==> config.mk <==
export PLATFORM = sky130hd
export DESIGN_NAME = multdiv_seq
export DESIGN_NICKNAME = d
export VERILOG_FILES = /design/src/rtl/multdiv_seq_pkg.sv /design/src/rtl/multdiv_addsub.sv /design/src/rtl/multdiv_seq.sv
export SDC_FILE = /design/constraint.sdc
export NUM_CORES = 1
export LEC_CHECK = 0
export CORE_ASPECT_RATIO = 2
export CORE_MARGIN = 8
export CORE_UTILIZATION = 50
export CTS_BUF_LIST = sky130_fd_sc_hd__clkbuf_2 sky130_fd_sc_hd__clkbuf_4 sky130_fd_sc_hd__clkbuf_8
export DETAILED_ROUTE_END_ITERATION = 10
export PLACE_DENSITY = 0.7
export SLEW_MARGIN = 0
export SYNTH_ARGS = -nofsm -noshare
export SYNTH_HDL_FRONTEND = slang
export SYNTH_SLANG_ARGS = --single-unit
==> constraint.sdc <==
create_clock -name clock -period 10.09 [get_ports clock]
set_input_delay 1.5135 -clock clock [delete_from_list [all_inputs] [get_ports clock]]
set_output_delay 1.5135 -clock clock [all_outputs]
set_load 0.02 [all_outputs]
==> src/rtl/multdiv_seq_pkg.sv <==
// Shared constants, state encoding and helpers for the sequential multiply/divide unit.
package multdiv_seq_pkg;

    localparam int unsigned WIDTH      = 32;
    localparam int unsigned ACC_W      = 2 * WIDTH;
    localparam int unsigned ITER_COUNT = 32;
    localparam int unsigned CNT_W      = 6;

    localparam logic [WIDTH-1:0] INT_MIN = 32'h8000_0000;

    typedef enum logic [1:0] {
        IDLE = 2'b00,
        RUN  = 2'b01,
        FIX  = 2'b10,
        DONE = 2'b11
    } state_e;

    // Operation latched at start: divide select and sign of the final result.
    typedef struct packed {
        logic div;
        logic neg;
    } op_ctrl_t;

    // Unsigned magnitude of a two's complement word; INT_MIN maps to 2^31.
    function automatic logic [WIDTH-1:0] magnitude(input logic [WIDTH-1:0] x);
        return x[WIDTH-1] ? -x : x;
    endfunction

endpackage

==> src/rtl/multdiv_addsub.sv <==
// 33-bit add/subtract step shared by shift-add multiply and restoring divide.
module multdiv_addsub
    import multdiv_seq_pkg::*;
(
    input  logic [WIDTH:0] a,
    input  logic [WIDTH:0] b,
    input  logic           sub,
    output logic [WIDTH:0] result_c
);

    // Subtract is a + ~b + 1: invert b and feed sub in as the carry.
    assign result_c = a + (b ^ {(WIDTH + 1){sub}}) + (WIDTH + 1)'(sub);

endmodule

==> src/rtl/multdiv_seq.sv <==
// Iterative 32-bit signed multiply/divide engine with start / ready / exception handshake.
module multdiv_seq
    import multdiv_seq_pkg::*;
(
    input  logic             clock,
    input  logic             reset_n,
    input  logic [WIDTH-1:0] data_operandA,
    input  logic [WIDTH-1:0] data_operandB,
    input  logic             ctrl_MULT,
    input  logic             ctrl_DIV,
    output logic [WIDTH-1:0] data_result,
    output logic             data_exception,
    output logic             data_resultRDY,
    output logic             busy
);

    state_e           state, state_next;
    op_ctrl_t         op;
    logic [CNT_W-1:0] cnt;
    logic [WIDTH-1:0] addend;
    logic [ACC_W-1:0] acc;
    logic             dz_pend;
    logic             accept;

    logic             start_req, start_div, start_dz;
    logic [WIDTH-1:0] hi, lo;
    logic [WIDTH:0]   shifted, add_a, step;
    logic [ACC_W-1:0] acc_step, prod_signed;
    logic [WIDTH-1:0] quot_signed, fix_result;
    logic             fix_exc;

    assign start_req = ctrl_MULT | ctrl_DIV;
    assign start_div = ~ctrl_MULT;
    assign start_dz  = start_div && (data_operandB == '0);

    always_ff @(posedge clock or negedge reset_n) begin
        if (!reset_n) state <= IDLE;
        else          state <= state_next;
    end

    // Divide-by-zero waits one cycle in IDLE (dz_pend) and then reports from DONE.
    always_comb begin
        state_next = state;
        accept     = 1'b0;
        case (state)
            IDLE: begin
                accept = start_req && !dz_pend;
                if (dz_pend)     state_next = DONE;
                else if (accept) state_next = start_dz ? IDLE : RUN;
            end
            RUN: begin
                if (cnt == CNT_W'(ITER_COUNT)) state_next = FIX;
            end
            FIX: begin
                state_next = DONE;
            end
            DONE: begin
                accept     = start_req;
                state_next = accept ? (start_dz ? IDLE : RUN) : IDLE;
            end
            default: state_next = IDLE;
        endcase
    end

    // One iteration: acc = {partial/remainder, multiplier/quotient bits}.
    assign hi      = acc[ACC_W-1:WIDTH];
    assign lo      = acc[WIDTH-1:0];
    assign shifted = {hi, lo[WIDTH-1]};
    assign add_a   = op.div ? shifted : {1'b0, hi};

    multdiv_addsub u_addsub (
        .a        (add_a),
        .b        ({1'b0, addend}),
        .sub      (op.div),
        .result_c (step)
    );

    always_comb begin
        if (op.div) begin
            acc_step = step[WIDTH] ? {shifted[WIDTH-1:0], lo[WIDTH-2:0], 1'b0}
                                   : {step[WIDTH-1:0], lo[WIDTH-2:0], 1'b1};
        end else begin
            acc_step = lo[0] ? {step, lo[WIDTH-1:1]}
                             : {1'b0, hi, lo[WIDTH-1:1]};
        end
    end

    // Sign fix-up and overflow detection; only INT_MIN / -1 yields an unsigned quotient of 2^31 with positive sign.
    always_comb begin
        prod_signed = op.neg ? -acc : acc;
        quot_signed = op.neg ? -lo : lo;
        if (op.div) begin
            fix_result = quot_signed;
            fix_exc    = !op.neg && (lo == INT_MIN);
        end else begin
            fix_result = prod_signed[WIDTH-1:0];
            fix_exc    = prod_signed[ACC_W-1:WIDTH] != {WIDTH{prod_signed[WIDTH-1]}};
        end
    end

    always_ff @(posedge clock or negedge reset_n) begin
        if (!reset_n) begin
            op      <= '0;
            cnt     <= '0;
            addend  <= '0;
            acc     <= '0;
            dz_pend <= 1'b0;
        end else if (accept) begin
            op      <= '{div: start_div, neg: data_operandA[WIDTH-1] ^ data_operandB[WIDTH-1]};
            cnt     <= '0;
            addend  <= start_div ? magnitude(data_operandB) : magnitude(data_operandA);
            acc     <= {{WIDTH{1'b0}}, start_div ? magnitude(data_operandA) : magnitude(data_operandB)};
            dz_pend <= start_dz;
        end else begin
            dz_pend <= 1'b0;
            if (state == RUN && cnt != CNT_W'(ITER_COUNT)) begin
                acc <= acc_step;
                cnt <= cnt + CNT_W'(1);
            end
        end
    end

    always_ff @(posedge clock or negedge reset_n) begin
        if (!reset_n) begin
            data_result    <= '0;
            data_exception <= 1'b0;
            data_resultRDY <= 1'b0;
            busy           <= 1'b0;
        end else begin
            data_resultRDY <= (state_next == DONE);
            busy           <= (state == RUN);
            if (state == FIX) begin
                data_result    <= fix_result;
                data_exception <= fix_exc;
            end else if (state == IDLE && dz_pend) begin
                data_result    <= '0;
                data_exception <= 1'b1;
            end
        end
    end

endmodule

==> results.md, run 1 <==
- Status: finished, final reports clean
- Via count: 13100
- Total track usage: 25.7%
- Top post-synthesis cells by count: nand2_1, o21ai_0, dfrtp_1
- Synthesized flop and latch total: 142
- Final hold violations: 0
- Worst-path cell chain: buf_4 > mux2_2 > fa_1 > a211oi_1 > o21ai_0 > nand3_1 > nand2_1 > o2111a_1 > a211oi_4 > buf_4 > mux2_2 > a21oi_1 > nor2_1
- TritonCTS buffer count: 17
- Antenna violations before repair: 0
- Dominant synthesized flop cell: dfrtp_1
- Worst-margin pin slew: 1.14 ns
- Area growth from synthesis to layout: 10.3%
- First-pass GRT wire length: 68.7 mm
- H-tree levels: 4
- # IOs: 103
- Sequential fraction of the synthesis area: 25.9%
- Share of layout cells above drive strength 1: 7.53%
- Synth warn: 0
- Slew headroom: 23.1%
- Fmax achieved: 0.203 GHz
- RSZ-0062 raised after global routing: no
- Count leader, synth: nand2_1
- Die Y: 250 um
- Clock Latency Late Sink: 0.49 ns
- WL/cell: 20.8 um
- # setup viols final: 0
- Number of post-CTS setup repair buffers: 0
- Reg2reg path depth: 13
- Cells after DPL: 2034
- Clock Skews: 0.0219 ns
- Worst Path Buf+Inv: 2
- Vias/cell: 6.32
- Root Driver: clkbuf_8
- Syn Area/Cell: 8.01 um^2
- Max-Cap Viols: 0
- Rows: 86
- Crit path launch type: register
- Arrival time worst endpoint: 5.29 ns
- Post-synth EDFFs: 0
- CTS sink count: 142
- Worst hold stages: 1
- Detail Route Antenna Nets: 0
- ANT cells: 0
- Mapped Area: 13700 um^2
- Final min period: 4.92 ns
- Synth top area cells: dfrtp_1, xnor2_1, mux2i_1
- Distinct cell type count after synthesis: 87
- Post-synth top area share: 25.9%
- Fin Hold WS: 0.506 ns
- TritonCTS clock tree: done
- Port Buffer Count: 102
- Cell type with the largest total area after synthesis: dfrtp_1
- Critical path required time: 10.46 ns
- Chip width: 133 um
- Crit path max-delay cell type: dfrtp_4
- Die area: 33300 um^2
- Overflow after GRT: 0
- Starting Density: 50.3%
- HPWL after DPL: 33.2 mm
- Crit end category: register
- CP top delay family: compound AO/OA/AOI/OAI gates
- Period utilization: 48.8%
- Initial DRC count: 1231
- Detailed-route DRC error count: 0
- Synth async-reset ratio: 100%
- Drt total wl: 42.9 mm
- Reg clk slew, reported paths: 0.10 ns
- CTS Hold Bufs: 0
- TritonRoute pass-1 iters: 6
- Max Slew Vio Count: 0
- GPL Wtd Cong: 0.978
- CP Depth: 13
- Worst min path class: reg2reg
- Crit path max fanout: 48
- Pre-CTS setup slack: 5.26 ns
- Nets@finish: 1811
- Setup TNS: 0 ns
- CTS max path bufs: 2
- CTS resizes: 0
- Post-route insts no fill: 2066
- Vias in the first global route: 12600
- Core ar.: 27200 um^2
- Crit-path max cell delay: 0.75 ns
- Setup CP Type: reg2reg
- Mapped Cells: 1710
- Largest net degree at the start of global routing: 101
- Final worst slack: 5.17 ns
- Syn nets: 1820
area by class of cell:
type | count | area, um^2
Tap cell | 352 | 440
Timing Repair Buffer | 117 | 1130
Sequential cell | 142 | 3560
Inverter | 29 | 109
Clock buffer | 18 | 248
Clock inverter | 14 | 164
Fill cell | 2585 | 12100
Multi-Input combinational cell | 1394 | 9470
path summary, 6_finish.rpt:
kind	startpoint	to	slack [ns]
worst min register to register	data_result[22]	data_result[22]	0.51
max in group asynchronous	reset_n	op[1]	7.64
worst min-delay path	data_result[22]	data_result[22]	0.51
worst max register to register	op[1]	acc[46]	5.17
worst max-delay path	op[1]	acc[46]	5.17
min in group asynchronous	reset_n	busy	1.00
cell usage in the layout, fill, tap and decap left out, drive strengths merged, types with 33 or more instances in the layout:
cell and count:
a22o 40, nor2 126, xnor2 94, o31ai 34, inv 37, o21ai 159, ha 41, mux2i 81
dfrtp 142, clkdlybuf4s50 100, a21oi 128, mux2 34, o211ai 44, xor2 90, nand2 180, nor3 33
kinds of logic after synthesis:
logic type	share of synthesized area, %
XOR/XNOR	11.8
multiplexers	8.71
flip-flops	25.9
buffers and inverters	5.12
adder cells (fa/ha/maj)	3.89
AND/OR/NAND/NOR	19.2
AO/OA/AOI/OAI	25.3
per-layer routing:
layer  vias up  routed length (um)  GRT usage (%)
li1       6231                   -              -
met3       111                1940           3.15
met1      6253               17700           31.7
met4         0                2160           14.6
met2       464               21100           42.2
met5         -                   0              0
worst reg2reg max path: cells and delay by family (launching register included):
family,cells,cell delay [ns]
multiplexers,2,0.86
AND/OR/NAND/NOR,3,0.45
flip-flops,1,0.75
buffers and inverters,2,0.99
AO/OA/AOI/OAI,5,1.26
adder cells (fa/ha/maj),1,0.49
registers in the layout (all words and copies together) (netlist names):
name            flops
data_resultRDY      1
cnt                 6
addend             32
busy                1
dz_pend             1
state               2
data_result        32
acc                64
data_exception      1
op                  2
per-stage QoR:
stage / util (%) / instance area [um^2]
6_report: 55.5 / 15100
5_1_grt: 55.5 / 15100
4_1_cts: 55.5 / 15100
3_5_place_dp: 54.0 / 14700
3_3_place_gp: 54.0 / 14700
2_1_floorplan: - / 13700
Power of run 1 is left out: the tool's default activity adds up to more than one toggle a clock period on the data nets, which glitch-free logic cannot reach.
==> run 2: changes to the inputs <==
Clock period 10.09 ns to 4.8 ns, I/O delays scaled along.
==> run 2 against run 1 <==
Net effect:
- count of clock-buffer cells in the layout unchanged
- register-to-register slack got worse by 4.7 ns
- wire length increased by 0.59%
- cell area increased by 0.89%
- global-route usage decreased by 0.10 points
- clock skew decreased by 0.0033 ns
- final cell count increased by 0.82%
- via count increased by 0.44%
- critical path depth decreased by 1
- fmax increased by 13%
- largest cell class unchanged
==> results.md, run 2 (synthesis gave the netlist of run 1 again) <==
- CTS Hold Bufs: 0 (unchanged)
- TritonRoute pass-1 iters: 6 (unchanged)
- # IOs: 103 (unchanged)
- Antenna violations before repair: 0 (unchanged)
- Final min period: 4.35 ns (-0.567 ns)
- CTS sink count: 142 (unchanged)
- GPL Wtd Cong: 0.943 (-3.5%)
- RSZ-0062 raised after global routing: no
- Placed cell area: 14800 um^2 (+0.95%)
- Clock Latency Late Sink: 0.49 ns (about the same)
- Max Slew Vio Count: 0 (unchanged)
- Crit-path max cell delay: 0.84 ns (+0.09 ns)
- Detail Route Antenna Nets: 0 (unchanged)
- Cells after DPL: 2051 (+0.84%)
- Crit path max-delay cell type: dfrtp_4
- Die area: 33300 um^2 (unchanged)
- Initial DRC count: 1038 (-16%)
- ANT cells: 0 (unchanged)
- Total track usage: 25.5% (-0.10 points)
- Post-route insts no fill: 2083 (+0.82%)
- Most common cell after layout, fill and taps aside: nand2_1
- Starting Density: 50.3% (unchanged)
- Number of post-CTS setup repair buffers: 0 (unchanged)
- HPWL after DPL: 33.8 mm (+1.9%)
- Final hold violations: 0 (unchanged)
- Period utilization: 90.7% (+42 points)
- Setup TNS: 0 ns (unchanged)
- Final worst slack: 0.448 ns (-4.72 ns)
- Share of layout cells above drive strength 1: 8.43% (+0.91 points)
- Nets@finish: 1828 (+0.94%)
- Post-Layout Inst Area: 15300 um^2 (+0.89%)
- First-pass GRT wire length: 68.0 mm (-1.1%)
- Pre-CTS setup slack: 0.503 ns (-4.76 ns)
- Die Y: 250 um (unchanged)
- Crit path launch type: register
- Arrival time worst endpoint: 4.72 ns (-0.57 ns)
- Worst-margin pin slew: 1.33 ns (+0.184 ns)
- Commonest cells after routing, fill and taps aside: nand2_1, o21ai_0, dfrtp_1, a21oi_1, nor2_1
- Crit end category: register
- Max-Cap Viols: 0 (unchanged)
- Largest Register: acc
- TritonCTS clock tree: done
- Overflow after GRT: 0 (unchanged)
- Vias/cell: 6.30 (-0.38%)
- Vias in the first global route: 12500 (-0.33%)
- CTS resizes: 0 (unchanged)
- Reg clk slew, reported paths: 0.10 ns (about the same)
- CP top delay family: compound AO/OA/AOI/OAI gates
- Crit path max fanout: 47 (-2.1%)
- Crit path launch: op[1]
- Worst Path Buf+Inv: 1 (-1)
- # setup viols final: 0 (unchanged)
- Worst min path class: in2async
- Port Buffer Count: 102 (unchanged)
- Core ar.: 27200 um^2 (unchanged)
- Slew headroom: 11.2% (-12 points)
- Rows: 86 (unchanged)
- Critical path required time: 5.17 ns (-5.29 ns)
- Clock Skews: 0.0186 ns (-0.00333 ns)
- Largest register FFs: 64 (unchanged)
- Root Driver: clkbuf_8
- H-tree levels: 4 (unchanged)
- Detailed-route DRC error count: 0 (unchanged)
- Status: finished, final reports clean
- Via count: 13100 (+0.44%)
- Drt total wl: 43.1 mm (+0.59%)
- WL/cell: 20.7 um (-0.23%)
- Largest net degree at the start of global routing: 100 (-0.99%)
- TritonCTS buffer count: 17 (unchanged)
- Chip width: 133 um (unchanged)
- Largest registers: acc: 64 flops, addend: 32 flops, data_result: 32 flops
- Setup CP Type: reg2reg
- Worst reg2reg path startpoint: op[1]
- CTS max path bufs: 2 (unchanged)
- Fmax achieved: 0.230 GHz (+13%)
- Worst-path cell chain: mux2_2 > ha_1 > a21oi_1 > a21oi_1 > o311ai_1 > nand2_1 > o2111a_1 > a211oi_4 > buf_12 > mux2i_1 > mux2i_1 > a22o_1
- Area growth from synthesis to layout: 11.3%
run 2: final timing paths:
kind / to / slack (ns) / cells after the start
setup / recovery: acc[41] / 0.45 / 12
hold / removal: cnt[2] / 0.23 / 1
setup reg to reg: acc[41] / 0.45 / 12
hold reg to reg: data_result[4] / 0.50 / 1
max in group asynchronous: acc[60] / 3.55 / 2
min in group clock: data_result[4] / 0.50 / 1
run 2: per-layer routing:
layer	up-vias	wire length [um]	track usage (%)
met5	-	0	0
met4	0	2370	15.4
met3	102	2100	3.15
met2	515	21100	42.8
met1	6237	17500	30.6
li1	6263	-	-
run 2: metrics by stage:
stage | utilization (%) | hold slack, ns
3_5_place_dp | 54.5 | 0.491
4_1_cts | 56.0 | 0.246
2_1_floorplan | - | 0.424
3_3_place_gp | 54.5 | 0.488
5_1_grt | 56.0 | 0.264
6_report | 56.0 | 0.234
run 2: layout make-up:
class / count / area (um^2)
fill: 2545 / 12000
multi-input combinational: 1394 / 9470
sequential: 142 / 3560
timing repair buffer: 134 / 1270
tap: 352 / 440
clock buffer: 18 / 241
clock inverter: 14 / 165
inverter: 29 / 109
run 2: worst reg2reg max path, stage by stage (launching register included):
cell and delay [ns]:
dfrtp_4 0.84, mux2_2 0.42, ha_1 0.37, a21oi_1 0.29, a21oi_1 0.13, o311ai_1 0.49
nand2_1 0.29, o2111a_1 0.35, a211oi_4 0.20, buf_12 0.25, mux2i_1 0.28, mux2i_1 0.12
a22o_1 0.21
Power of run 2 is left out for the same reason.
==> run 3: changes to the inputs <==
Settings changed: REMOVE_ABC_BUFFERS set to 1, TNS_END_PERCENT set to 10.
==> run 3 against run 2 <==
Net effect:
- non-clock buffer count rose by 2
- worst hold slack improved by 0.12 ns
- final cell count about the same
- critical path depth increased by 1
- worst setup slack worse by 0.050 ns
- first-iteration DRC count down 11%
- count of clock-buffer cells in the layout is 1 lower
- global-route usage increased by 1.4 points
- wire length up 5.4%
- die area unchanged
- critical path type unchanged
- critical endpoint is now acc[46]
- largest cell class unchanged
- highest routed layer unchanged
==> results.md, run 3 (synthesis gave the netlist of run 1 again) <==
- # setup viols final: 0 (unchanged)
- Port Buffer Count: 102 (unchanged)
- Die area: 33300 um^2 (unchanged)
- Via count: 13200 (+0.38%)
- Setup CP Type: reg2reg
- Max-Cap Viols: 0 (unchanged)
- Post-Layout Inst Area: 15300 um^2 (+0.38%)
- Worst min path class: in2async
- Reg clk slew, reported paths: 0.10 ns (about the same)
- WL/cell: 21.8 um (+5.3%)
- First-pass GRT wire length: 71.7 mm (+5.5%)
- Final hold violations: 0 (unchanged)
- Rows: 86 (unchanged)
- Antenna violations before repair: 0 (unchanged)
- Commonest cells after routing, fill and taps aside: nand2_1, o21ai_0, dfrtp_1, a21oi_1, nor2_1
- Critical path required time: 5.18 ns (about the same)
- ANT cells: 0 (unchanged)
- Total track usage: 27.0% (+1.4 points)
- Vias/cell: 6.32 (+0.28%)
- Most common cell after layout, fill and taps aside: nand2_1
- Root Driver: clkbuf_8
- H-tree levels: 4 (unchanged)
- TritonRoute pass-1 iters: 6 (unchanged)
- Clock Latency Late Sink: 0.50 ns (about the same)
- Slew headroom: 21.4% (+10 points)
- Crit path launch type: register
- Die Y: 250 um (unchanged)
- Detail Route Antenna Nets: 0 (unchanged)
- Overflow after GRT: 0 (unchanged)
- HPWL after DPL: 35.2 mm (+4.2%)
- Share of layout cells above drive strength 1: 8.54% (+0.11 points)
- RSZ-0062 raised after global routing: no
- Fmax achieved: 0.227 GHz (-1.1%)
- Period utilization: 91.7% (+1.0 points)
- Largest registers: acc: 64 flops, addend: 32 flops, data_result: 32 flops
- Status: finished, final reports clean
- CTS sink count: 142 (unchanged)
- CTS max path bufs: 2 (unchanged)
- Clock Skews: 0.0199 ns (+0.00136 ns)
- Worst-margin pin slew: 1.18 ns (-0.151 ns)
- TritonCTS buffer count: 17 (unchanged)
- Util after Layout: 56.3% (+0.21 points)
- Largest net degree at the start of global routing: 110 (+10%)
- Final min period: 4.40 ns (+0.0498 ns)
- Crit path max-delay cell type: dfrtp_4
- Number of post-CTS setup repair buffers: 0 (unchanged)
- Worst reg2reg path startpoint: op[1]
- Placed cell area: 14900 um^2 (+0.10%)
- Initial DRC count: 924 (-11%)
- Max Slew Vio Count: 0 (unchanged)
- Reg-to-reg setup timing slack: 0.40 ns (-0.05 ns)
- Starting Density: 50.3% (unchanged)
- Crit end category: register
- TritonCTS clock tree: done
- Largest register FFs: 64 (unchanged)
- Vias in the first global route: 12800 (+2.0%)
- Area growth from synthesis to layout: 11.7%
- Arrival time worst endpoint: 4.78 ns (+0.06 ns)
- Core ar.: 27200 um^2 (unchanged)
- Crit-path max cell delay: 0.82 ns (-0.02 ns)
- Largest Register: acc
- Reg2reg path depth: 13 (+1)
- CTS Hold Bufs: 0 (unchanged)
- Nets@finish: 1830 (+0.11%)
- Chip width: 133 um (unchanged)
- Drt total wl: 45.5 mm (+5.4%)
- Crit path max fanout: 43 (-8.5%)
- End of the worst register-to-register path: acc[46]
- GPL Wtd Cong: 0.988 (+4.7%)
- CTS resizes: 0 (unchanged)
- Detailed-route DRC error count: 0 (unchanged)
- # IOs: 103 (unchanged)
- Worst-path cell chain: buf_4 > mux2_2 > ha_1 > and3_1 > a2111oi_0 > a311oi_1 > and3_1 > o2111a_1 > a211oi_4 > buf_12 > mux2_2 > a21oi_1 > nor2_1
[run 3: changes by cell type in the layout (fill, tap and decap cells not counted), moves of 2 or more]
cell        delta
clkinvlp_4     +2
bufinv_16      +2
buf_4          +2
inv_8          +2
inv_6          -4
[run 3: worst max path at each step]
stage / start / end / cells after the start
after detailed placement: op[1] / acc[46] / 13
after global routing: op[1] / acc[46] / 13
after CTS: op[1] / acc[46] / 13
after floorplan: op[1] / acc[34] / 11
after global placement: op[1] / acc[46] / 13
final: op[1] / acc[46] / 13
[run 3: critical path, delay by kind of cell (launching register included)]
family	cells	cell delay, ns
and+or+nand+nor	3	0.56
buffers and inverters	2	0.60
AOI/OAI and AO/OA	5	1.08
adders and majority gates	1	0.46
DFF	1	0.82
muxes	2	0.73
[run 3: layout make-up]
type | count | area (um^2)
Tap cell | 352 | 440
Inverter | 29 | 109
Multi-Input combinational cell | 1394 | 9470
Fill cell | 2517 | 11900
Clock buffer | 17 | 234
Clock inverter | 15 | 215
Sequential cell | 142 | 3560
Timing Repair Buffer | 136 | 1280
[run 3: per-stage QoR]
step	setup slack (ns)	TNS, ns	std cells	hold WS (ns)
2_1_floorplan	-4.25	-120.99	1565	0.424
5_1_grt	0.201	0	2085	0.434
4_1_cts	0.452	0	2085	0.392
3_3_place_gp	0.568	0	2053	0.480
3_5_place_dp	0.500	0	2053	0.494
6_report	0.398	0	2085	0.352
[run 3: layer usage]
layer / GRT usage (%) / routed length (um)
met5: 0 / 0
met2: 44.7 / 22000
met1: 32.7 / 18800
met4: 16.2 / 2540
met3: 3.37 / 2140
Power of run 3 is left out for the same reason.
